File: config.mk
export PLATFORM = sky130hd
export DESIGN_NAME = mac_feeder
export DESIGN_NICKNAME = d
export VERILOG_FILES = /design/src/rtl/mac_feeder.sv
export SDC_FILE = /design/constraint.sdc
export NUM_CORES = 1
export LEC_CHECK = 0
export BUFFER_PORTS_ARGS = -buffer_cell sky130_fd_sc_hd__buf_2
export CORE_MARGIN = 8
export CORE_UTILIZATION = 30
export DETAILED_ROUTE_END_ITERATION = 8
export GPL_ROUTABILITY_DRIVEN = 0
export HOLD_SLACK_MARGIN = 0.03
export PLACE_DENSITY = 0.53
export RECOVER_POWER = 50
export SETUP_SLACK_MARGIN = 0.2
export SLEW_MARGIN = 0
export SYNTH_ARGS = -nofsm -noshare
export SYNTH_HDL_FRONTEND = slang
export SYNTH_SLANG_ARGS = --single-unit
export TNS_END_PERCENT = 1
File: constraint.sdc
create_clock -name clk -period 5.55 [get_ports clk]
set_clock_uncertainty 0.05 [all_clocks]
set_input_delay 0.8325 -clock clk [delete_from_list [all_inputs] [get_ports clk]]
set_output_delay 0.8325 -clock clk [all_outputs]
set_load 0.01 [all_outputs]
File: src/rtl/mac_feeder.sv
// -----------------------------------------------------------------------------
// mac_feeder
//
// Sequencer for the operand side of one MAC block. A start request clears the
// MAC, streams N_TERMS operand pairs taken from two arithmetic sequences
// (base + k*step, mod 256), waits MAC_LAT cycles for the MAC pipeline, then
// captures MAC_OUT and offers it on a valid/ready handshake.
//
// Parameters
//   N_TERMS  operand pairs per run, 1..255
//   MAC_LAT  wait cycles between the last term and capture, 1..7
//
// Ports
//   clk           single clock, rising edge
//   aclr          synchronous active-high reset / run abort
//   start         run request, sampled only while idle
//   a_base/a_step first A operand and A increment per term
//   b_base/b_step first B operand and B increment per term
//   mac_a/mac_b   operands to the MAC
//   mac_clr       MAC clear
//   mac_out       registered MAC sum
//   busy          high whenever a run is in progress or a result is pending
//   result        captured sum, held until the next capture
//   result_valid  result available
//   result_ready  consumer accepts the result
//   mismatch/ovf  reference-check flags (MAC_FEEDER_CHECK_EN only)
//
// Build option
//   MAC_FEEDER_CHECK_EN  adds a 24-bit reference accumulator that re-sums the
//                        fed products; at capture it flags a disagreement with
//                        mac_out (mismatch) and a sum beyond 16 bits (ovf).
// -----------------------------------------------------------------------------
module mac_feeder #(
   parameter int N_TERMS = 5,
   parameter int MAC_LAT = 1
) (
   input  logic        clk,
   input  logic        aclr,
   input  logic        start,
   input  logic [7:0]  a_base,
   input  logic [7:0]  a_step,
   input  logic [7:0]  b_base,
   input  logic [7:0]  b_step,
   output logic [7:0]  mac_a,
   output logic [7:0]  mac_b,
   output logic        mac_clr,
   input  logic [15:0] mac_out,
   output logic        busy,
   output logic [15:0] result,
   output logic        result_valid,
   input  logic        result_ready
`ifdef MAC_FEEDER_CHECK_EN
   ,
   output logic        mismatch,
   output logic        ovf
`endif
);

   typedef enum logic [2:0] {
      ST_IDLE  = 3'd0,
      ST_CLEAR = 3'd1,
      ST_FEED  = 3'd2,
      ST_WAIT  = 3'd3,
      ST_DONE  = 3'd4
   } state_t;

   localparam logic [7:0] LAST_TERM = 8'(N_TERMS - 1);
   localparam logic [2:0] LAST_WAIT = 3'(MAC_LAT - 1);

   state_t      state_r;
   logic [7:0]  a_cur_r;       // next A term (running adder)
   logic [7:0]  a_step_r;
   logic [7:0]  b_cur_r;       // next B term (running adder)
   logic [7:0]  b_step_r;
   logic [7:0]  term_cnt_r;    // index of the term currently on mac_a/mac_b
   logic [2:0]  wait_cnt_r;
   logic [7:0]  mac_a_r;
   logic [7:0]  mac_b_r;
   logic        mac_clr_r;
   logic        busy_r;
   logic [15:0] result_r;
   logic        result_valid_r;

`ifdef MAC_FEEDER_CHECK_EN
   logic [23:0] ref_acc_r;
   logic        mismatch_r;
   logic        ovf_r;

   // Product of the operand pair currently presented to the MAC, widened to
   // the reference accumulator width so no bits are lost before summing.
   function automatic logic [23:0] term_product(input logic [7:0] a, input logic [7:0] b);
      return 24'(a) * 24'(b);
   endfunction
`endif

   // Run sequencer: state, operand generation, capture and handshake.
   always_ff @(posedge clk) begin
      if (aclr) begin
         // Abort discards the run; mac_clr stays low, the next CLEAR cleans the MAC.
         state_r        <= ST_IDLE;
         a_cur_r        <= 8'd0;
         a_step_r       <= 8'd0;
         b_cur_r        <= 8'd0;
         b_step_r       <= 8'd0;
         term_cnt_r     <= 8'd0;
         wait_cnt_r     <= 3'd0;
         mac_a_r        <= 8'd0;
         mac_b_r        <= 8'd0;
         mac_clr_r      <= 1'b0;
         busy_r         <= 1'b0;
         result_r       <= 16'd0;
         result_valid_r <= 1'b0;
`ifdef MAC_FEEDER_CHECK_EN
         ref_acc_r      <= 24'd0;
         mismatch_r     <= 1'b0;
         ovf_r          <= 1'b0;
`endif
      end else begin
         case (state_r)
            ST_IDLE: begin
               if (start) begin
                  // Latch the sequence definition; later input changes are ignored.
                  state_r   <= ST_CLEAR;
                  a_cur_r   <= a_base;
                  a_step_r  <= a_step;
                  b_cur_r   <= b_base;
                  b_step_r  <= b_step;
                  mac_clr_r <= 1'b1;
                  busy_r    <= 1'b1;
               end else begin
                  state_r   <= ST_IDLE;
               end
            end

            ST_CLEAR: begin
               // Present term 0 and pre-advance the running adders to term 1.
               state_r    <= ST_FEED;
               mac_clr_r  <= 1'b0;
               mac_a_r    <= a_cur_r;
               mac_b_r    <= b_cur_r;
               a_cur_r    <= a_cur_r + a_step_r;
               b_cur_r    <= b_cur_r + b_step_r;
               term_cnt_r <= 8'd0;
`ifdef MAC_FEEDER_CHECK_EN
               ref_acc_r  <= 24'd0;
`endif
            end

            ST_FEED: begin
`ifdef MAC_FEEDER_CHECK_EN
               // The MAC adds the presented pair on this same edge.
               ref_acc_r <= ref_acc_r + term_product(mac_a_r, mac_b_r);
`endif
               if (term_cnt_r == LAST_TERM) begin
                  // Zero operands so the MAC accumulates nothing further.
                  state_r    <= ST_WAIT;
                  mac_a_r    <= 8'd0;
                  mac_b_r    <= 8'd0;
                  wait_cnt_r <= 3'd0;
               end else begin
                  state_r    <= ST_FEED;
                  mac_a_r    <= a_cur_r;
                  mac_b_r    <= b_cur_r;
                  a_cur_r    <= a_cur_r + a_step_r;
                  b_cur_r    <= b_cur_r + b_step_r;
                  term_cnt_r <= term_cnt_r + 8'd1;
               end
            end

            ST_WAIT: begin
               if (wait_cnt_r == LAST_WAIT) begin
                  state_r        <= ST_DONE;
                  result_r       <= mac_out;
                  result_valid_r <= 1'b1;
`ifdef MAC_FEEDER_CHECK_EN
                  mismatch_r     <= (ref_acc_r[15:0] != mac_out);
                  ovf_r          <= (ref_acc_r[23:16] != 8'd0);
`endif
               end else begin
                  state_r    <= ST_WAIT;
                  wait_cnt_r <= wait_cnt_r + 3'd1;
               end
            end

            ST_DONE: begin
               // A simultaneous start is dropped; it must be reissued in IDLE.
               if (result_ready) begin
                  state_r        <= ST_IDLE;
                  result_valid_r <= 1'b0;
                  busy_r         <= 1'b0;
               end else begin
                  state_r        <= ST_DONE;
               end
            end

            default: begin
               state_r        <= ST_IDLE;
               mac_a_r        <= 8'd0;
               mac_b_r        <= 8'd0;
               mac_clr_r      <= 1'b0;
               busy_r         <= 1'b0;
               result_valid_r <= 1'b0;
            end
         endcase
      end
   end

   assign mac_a        = mac_a_r;
   assign mac_b        = mac_b_r;
   assign mac_clr      = mac_clr_r;
   assign busy         = busy_r;
   assign result       = result_r;
   assign result_valid = result_valid_r;
`ifdef MAC_FEEDER_CHECK_EN
   assign mismatch     = mismatch_r;
   assign ovf          = ovf_r;
`endif

endmodule

==> results.yml, run 1 <==
route:
  drt_iter0_drc: 149
  first_pass_iters: 5
  drt.antenna.violating_nets: 0
  wirelength_um: 10400
  drcViolationCount: 0
  wl_per_cell_um: 14.4
  vias_per_cell: 4.90
  num_vias: 3545
global_route:
  antenna_found_initial: 2
  grt_start_max_net_pins: 46
  overflow: 0
  first_global_vias: 3475
  grt_first_pass_wirelength_um: 17100
  grt.total_usage_pct: 12.9
worst_hold_path:
  hold_class: "flip-flop to flip-flop"
final_layout:
  num_antenna_cells: 0
  fin_area_um2: 4670
  layout_common_cells: "nand2_1 (93), dfxtp_1 (81), nor2_1 (58)"
  fin_nets: 619
  drive_gt1_share_pct: 13.6
  layout_commonest_cell: "nand2_1"
  areaGrowthSynthToFinish_pct: 21.8
synth:
  ys_warn_count: 0
  synth.distinct_cells: 46
  syn_avg_cell_area_um2: 8.14
  synth-edff-count: 0
  synth_area_um2: 3830
  synth_seq_area_share_pct: 42.3
  yosys_most_used_dff: "dfxtp_1"
  asyncSetResetFlopFracSynth_pct: 0
  synth_nets: 543
  synth_cells: 471
  synth_seq_cells: 81
power:
  power.static_leakage_uw: 0.00179
  p_per_area_nw_per_um2: 331
  vdd_drop_max_v: 0.000195
sta:
  setup_viol: 0
  period_minus_slack_ns: 3.53
  holdWs_ns: 0.406
  rsz0062_at_grt: "false"
  fmax_ghz: 0.283
  hold_viol_final: 0
  period_share_pct: 63.7
  max-slew-margin-rel_pct: -38.1
  maxSlewViolCount: 79
  finalSetupTns_ns: 0
  worstMarginPinSlew_ns: 2.07
cts:
  clkLatencyLatePin_ns: 0.33
  numCtsBuffers: 9
  clockRootBuffer: "clkbuf_16"
  ctsHtreeMaxLevel: 3
  cts_tree: "done"
  cts_setup_buffers: 0
  cts.clk_slew.worst_paths_ns: 0.06
  clock_sinks: 81
  ctsHoldBuffers: 0
  cts_resized: 0
  clockBufferDepth: 2
worst_setup_path:
  crit_fanout: 45
  criticalPathCategory: "primary input to flip-flop"
  cpMostUsedCell: "clkbuf_1"
  crit_chain: "clkbuf_1 > clkbuf_1 > nor2_1"
  cp-start-kind: "primary input"
  cp.arrival_ns: 3.61
  end_kind: "flip-flop"
  critPathMaxStageDelay_ns: 1.57
  required_ns: 5.63
  slowest_stage: "clkbuf_1"
placed_design:
  dp_hpwl_um: 7830
  place_area_um2: 4390
  numPortBuffers: 86
job:
  maxCapViolations: 2
floorplan:
  ios: 87
  die_w_um: 129
  rows: 41
  start_util_pct: 30.5
  die_y_um: 129
  dieArea_um2: 16600
  core_region_area_um2: 12600
outcome:
  run_status: "complete, but fails checks"
  violations: "max-capacitance violations, max-slew violations"
[worst max-delay path: cells and delay by family]
kind	cells	cell delay (ns)
AND/OR/NAND/NOR	1	0.14
buffers and inverters	2	2.64
[kinds of logic after synthesis]
group / synth area share, %
AOI/OAI and AO/OA: 21.2
xor gates and xnor gates: 2.06
adders and majority gates: 6.92
buffers and inverters: 4.77
DFF: 42.3
muxes: 0.555
and+or+nand+nor: 22.2
[per-layer routing]
metal	part of all wire, %	vias to the layer above	track usage (%)	wire length (um)
met5	0.22	-	0	23
li1	-	1791	-	-
met1	46	1619	15.5	4750
met4	1.2	4	3.87	121
met3	9.7	14	5.75	1010
met2	43	117	20.2	4500
[worst paths after layout]
| path | from | end | slack [ns] | cells past startpoint |
|---|---|---|---|---|
| setup / recovery | aclr | mac_b[6] | 2.02 | 3 |
| hold / removal | result[6] | result[6] | 0.41 | 2 |
| setup reg to reg | state_r[1] | term_cnt_r[2] | 2.88 | 6 |
| hold reg to reg | result[6] | result[6] | 0.41 | 2 |
[through the flow]
stage,worst slack [ns],utilization [%],cells,power [uW]
detailed placement,2.69,34.9,708,901
CTS,2.87,37.5,723,1570
finish,2.02,37.2,723,1550
global placement,2.79,34.9,708,894
floorplan,3.58,-,471,825
global route,1.73,37.2,723,1630
[cell type report]
class | count | area [um^2]
tap | 172 | 215
inverter | 16 | 60.1
fill | 1333 | 7900
timing repair buffer | 90 | 412
clock inverter | 6 | 108
sequential | 81 | 1620
multi-input combinational | 349 | 2030
clock buffer | 9 | 225
[power by group]
group	switching (uW)	total, uW	internal, uW
registers	30.7	648	617
clock network	229	664	435
logic	142	236	93.4
total	402	1550	1150
[flip-flops by register name, summed over array words and instances (netlist names)]
register      flops
a_cur_r           8
a_step_r          8
b_cur_r           8
b_step_r          8
busy              1
mac_a             8
mac_b             8
mac_clr           1
result           16
result_valid      1
state_r           3
term_cnt_r        8
wait_cnt_r        3
[cell usage after synthesis (4+ instances only)]
| cell | n | area, um^2 |
|---|---|---|
| nand2_1 | 93 | 349 |
| dfxtp_1 | 81 | 1620 |
| ha_1 | 18 | 225 |
| clkbuf_1 | 14 | 52.6 |
| buf_2 | 8 | 40.0 |
| o31ai_1 | 4 | 30.0 |
| a22oi_1 | 16 | 120 |
| xnor2_1 | 6 | 52.6 |
| o21ai_0 | 10 | 50.1 |
| nand3_1 | 8 | 40.0 |
| nor2_1 | 58 | 218 |
| inv_1 | 16 | 60.1 |
| or3_1 | 6 | 37.5 |
| a211oi_1 | 5 | 37.5 |
| nand2b_1 | 7 | 43.8 |
| a311oi_1 | 12 | 105 |
| a21oi_1 | 51 | 255 |
| nor2b_1 | 6 | 37.5 |
| nor3_1 | 6 | 30.0 |
Note: power is estimated with default switching activity, not from simulation.
==> run 2: changes to the inputs <==
--- a/config.mk
+++ b/config.mk
@@ -11,7 +11,7 @@
 export DETAILED_ROUTE_END_ITERATION = 8
 export GPL_ROUTABILITY_DRIVEN = 0
 export HOLD_SLACK_MARGIN = 0.03
-export PLACE_DENSITY = 0.53
+export PLACE_DENSITY = 0.55
 export RECOVER_POWER = 50
 export SETUP_SLACK_MARGIN = 0.2
 export SLEW_MARGIN = 0
==> constraint.sdc (replaced) <==
create_clock -name clk -period 3.19 [get_ports clk]
set_clock_uncertainty 0.05 [all_clocks]
set_input_delay 0.4785 -clock clk [delete_from_list [all_inputs] [get_ports clk]]
set_output_delay 0.4785 -clock clk [all_outputs]
set_load 0.01 [all_outputs]
==> results.yml, run 2 (synthesis gave the netlist of run 1 again) <==
outcome:
  run_status: "complete, but fails checks"
  violations: "max-capacitance violations, max-slew violations"
sta:
  period_minus_slack_ns: 2.53
  max-slew-margin-rel_pct: -0.116
  period_share_pct: 79.3
  rsz0062_at_grt: "false"
  worst_slack_ns: 0.662
  finalSetupTns_ns: 0
  fmax_ghz: 0.396
  maxSlewViolCount: 32
  worstMarginPinSlew_ns: 1.50
  hold_viol_final: 0
  setup_viol: 0
  holdWs_ns: 0.322
global_route:
  antenna_found_initial: 3
  first_global_vias: 3424
  grt.total_usage_pct: 12.8
  grt_first_pass_wirelength_um: 16800
  grt_start_max_net_pins: 33
  overflow: 0
cts:
  cts.clk_slew.worst_paths_ns: 0.06
  cts_tree: "done"
  clock_sinks: 81
  numCtsBuffers: 9
  ctsHtreeMaxLevel: 3
  clockBufferDepth: 2
  clkLatencyLatePin_ns: 0.34
  cts_resized: 0
  cts_setup_buffers: 0
  ctsHoldBuffers: 0
  clockRootBuffer: "clkbuf_16"
final_layout:
  layout_common_cells: "nand2_1 (93), dfxtp_1 (81), nor2_1 (58)"
  nFillCells: 1300
  fin_nets: 623
  largest_reg_flops: 16
  instances_no_fill: 728
  drive_gt1_share_pct: 14.2
  layout_commonest_cell: "nand2_1"
  areaGrowthSynthToFinish_pct: 22.1
placed_design:
  dpl.cell_count: 712
  numPortBuffers: 86
  place_ws_ns: 0.797
  dp_hpwl_um: 7870
floorplan:
  die_w_um: 129
  start_util_pct: 30.5
  rows: 41
  core_region_area_um2: 12600
  dieArea_um2: 16600
  ios: 87
  die_y_um: 129
worst_hold_path:
  hold_class: "primary input to flip-flop"
worst_setup_path:
  criticalPathCategory: "primary input to flip-flop"
  crit_fanout: 32
  critPathMaxStageDelay_ns: 1.06
  crit_family: "buffers and inverters"
  end_kind: "flip-flop"
  crit_chain: "clkbuf_1 > clkbuf_1 > or3_1 > a31oi_1"
  cp.arrival_ns: 2.68
  slowest_stage: "clkbuf_1"
  cp-start-kind: "primary input"
  cp_num_buf_inv: 2
  required_ns: 3.34
  cpMostUsedCell: "clkbuf_1"
route:
  drt_iter0_drc: 210
  first_pass_iters: 4
  drt.antenna.violating_nets: 0
  wl_per_cell_um: 14.5
  num_vias: 3530
  wirelength_um: 10600
  vias_per_cell: 4.85
  drcViolationCount: 0
power:
  p_per_area_nw_per_um2: 561
  power.static_leakage_uw: 0.00181
  vdd_drop_max_v: 0.000215
job:
  maxCapViolations: 1
run 2: changes by cell type in the layout (fill, tap and decap cells not counted):
cell	before	now
buf_4	3	7
bufinv_16	3	2
clkinv_2	2	3
clkinv_4	0	1
clkinvlp_4	1	0
diode_2	0	1
run 2: area by class of cell:
class                      count  area [um^2]  share of cell area [%]
clock inverter                 6         83.8                    1.79
sequential                    81         1620                    34.7
inverter                      16         60.1                    1.28
tap                          172          215                    4.60
clock buffer                   9          225                    4.81
antenna                        1         2.50                  0.0535
multi-input combinational    349         2030                    43.4
timing repair buffer          94          442                    9.44
run 2: layer usage:
layer,share of wire [%],track usage [%]
met5,0.20,0
met4,2.6,6.84
met3,9.2,5.14
met2,43,19.5
met1,45,15.2
run 2: power breakdown:
group	leakage (uW)	switching [uW]	internal [uW]
clock network	0.000155	401	677
registers	0.000661	52.8	1070
logic	0.000992	252	166
total	0.00181	705	1920
run 2: worst register-to-register path: cells and delay by family, from the launching register on:
family,cells,cell delay [ns]
buffers and inverters,1,0.34
AOI/OAI and AO/OA,3,0.85
and+or+nand+nor,2,0.43
DFF,1,0.56
run 2: worst paths after layout:
check                           startpoint       endpoint  slack [ns]  depth (start not counted)
worst max-delay path                  aclr     state_r[1]        0.66                          4
worst min-delay path            mac_out[6]      result[6]        0.32                          3
worst max register to register  state_r[1]  term_cnt_r[1]        0.80                          6
worst min register to register   result[7]      result[7]        0.40                          2
run 2: through the flow:
| stage | instance area (um^2) | utilization (%) | total power (uW) |
|---|---|---|---|
| after global routing | 4680 | 37.2 | 2760 |
| after global placement | 4420 | 35.1 | 1560 |
| after floorplan | 3830 | - | 1440 |
| after detailed placement | 4420 | 35.1 | 1570 |
| final | 4680 | 37.2 | 2620 |
| after CTS | 4720 | 37.6 | 2660 |
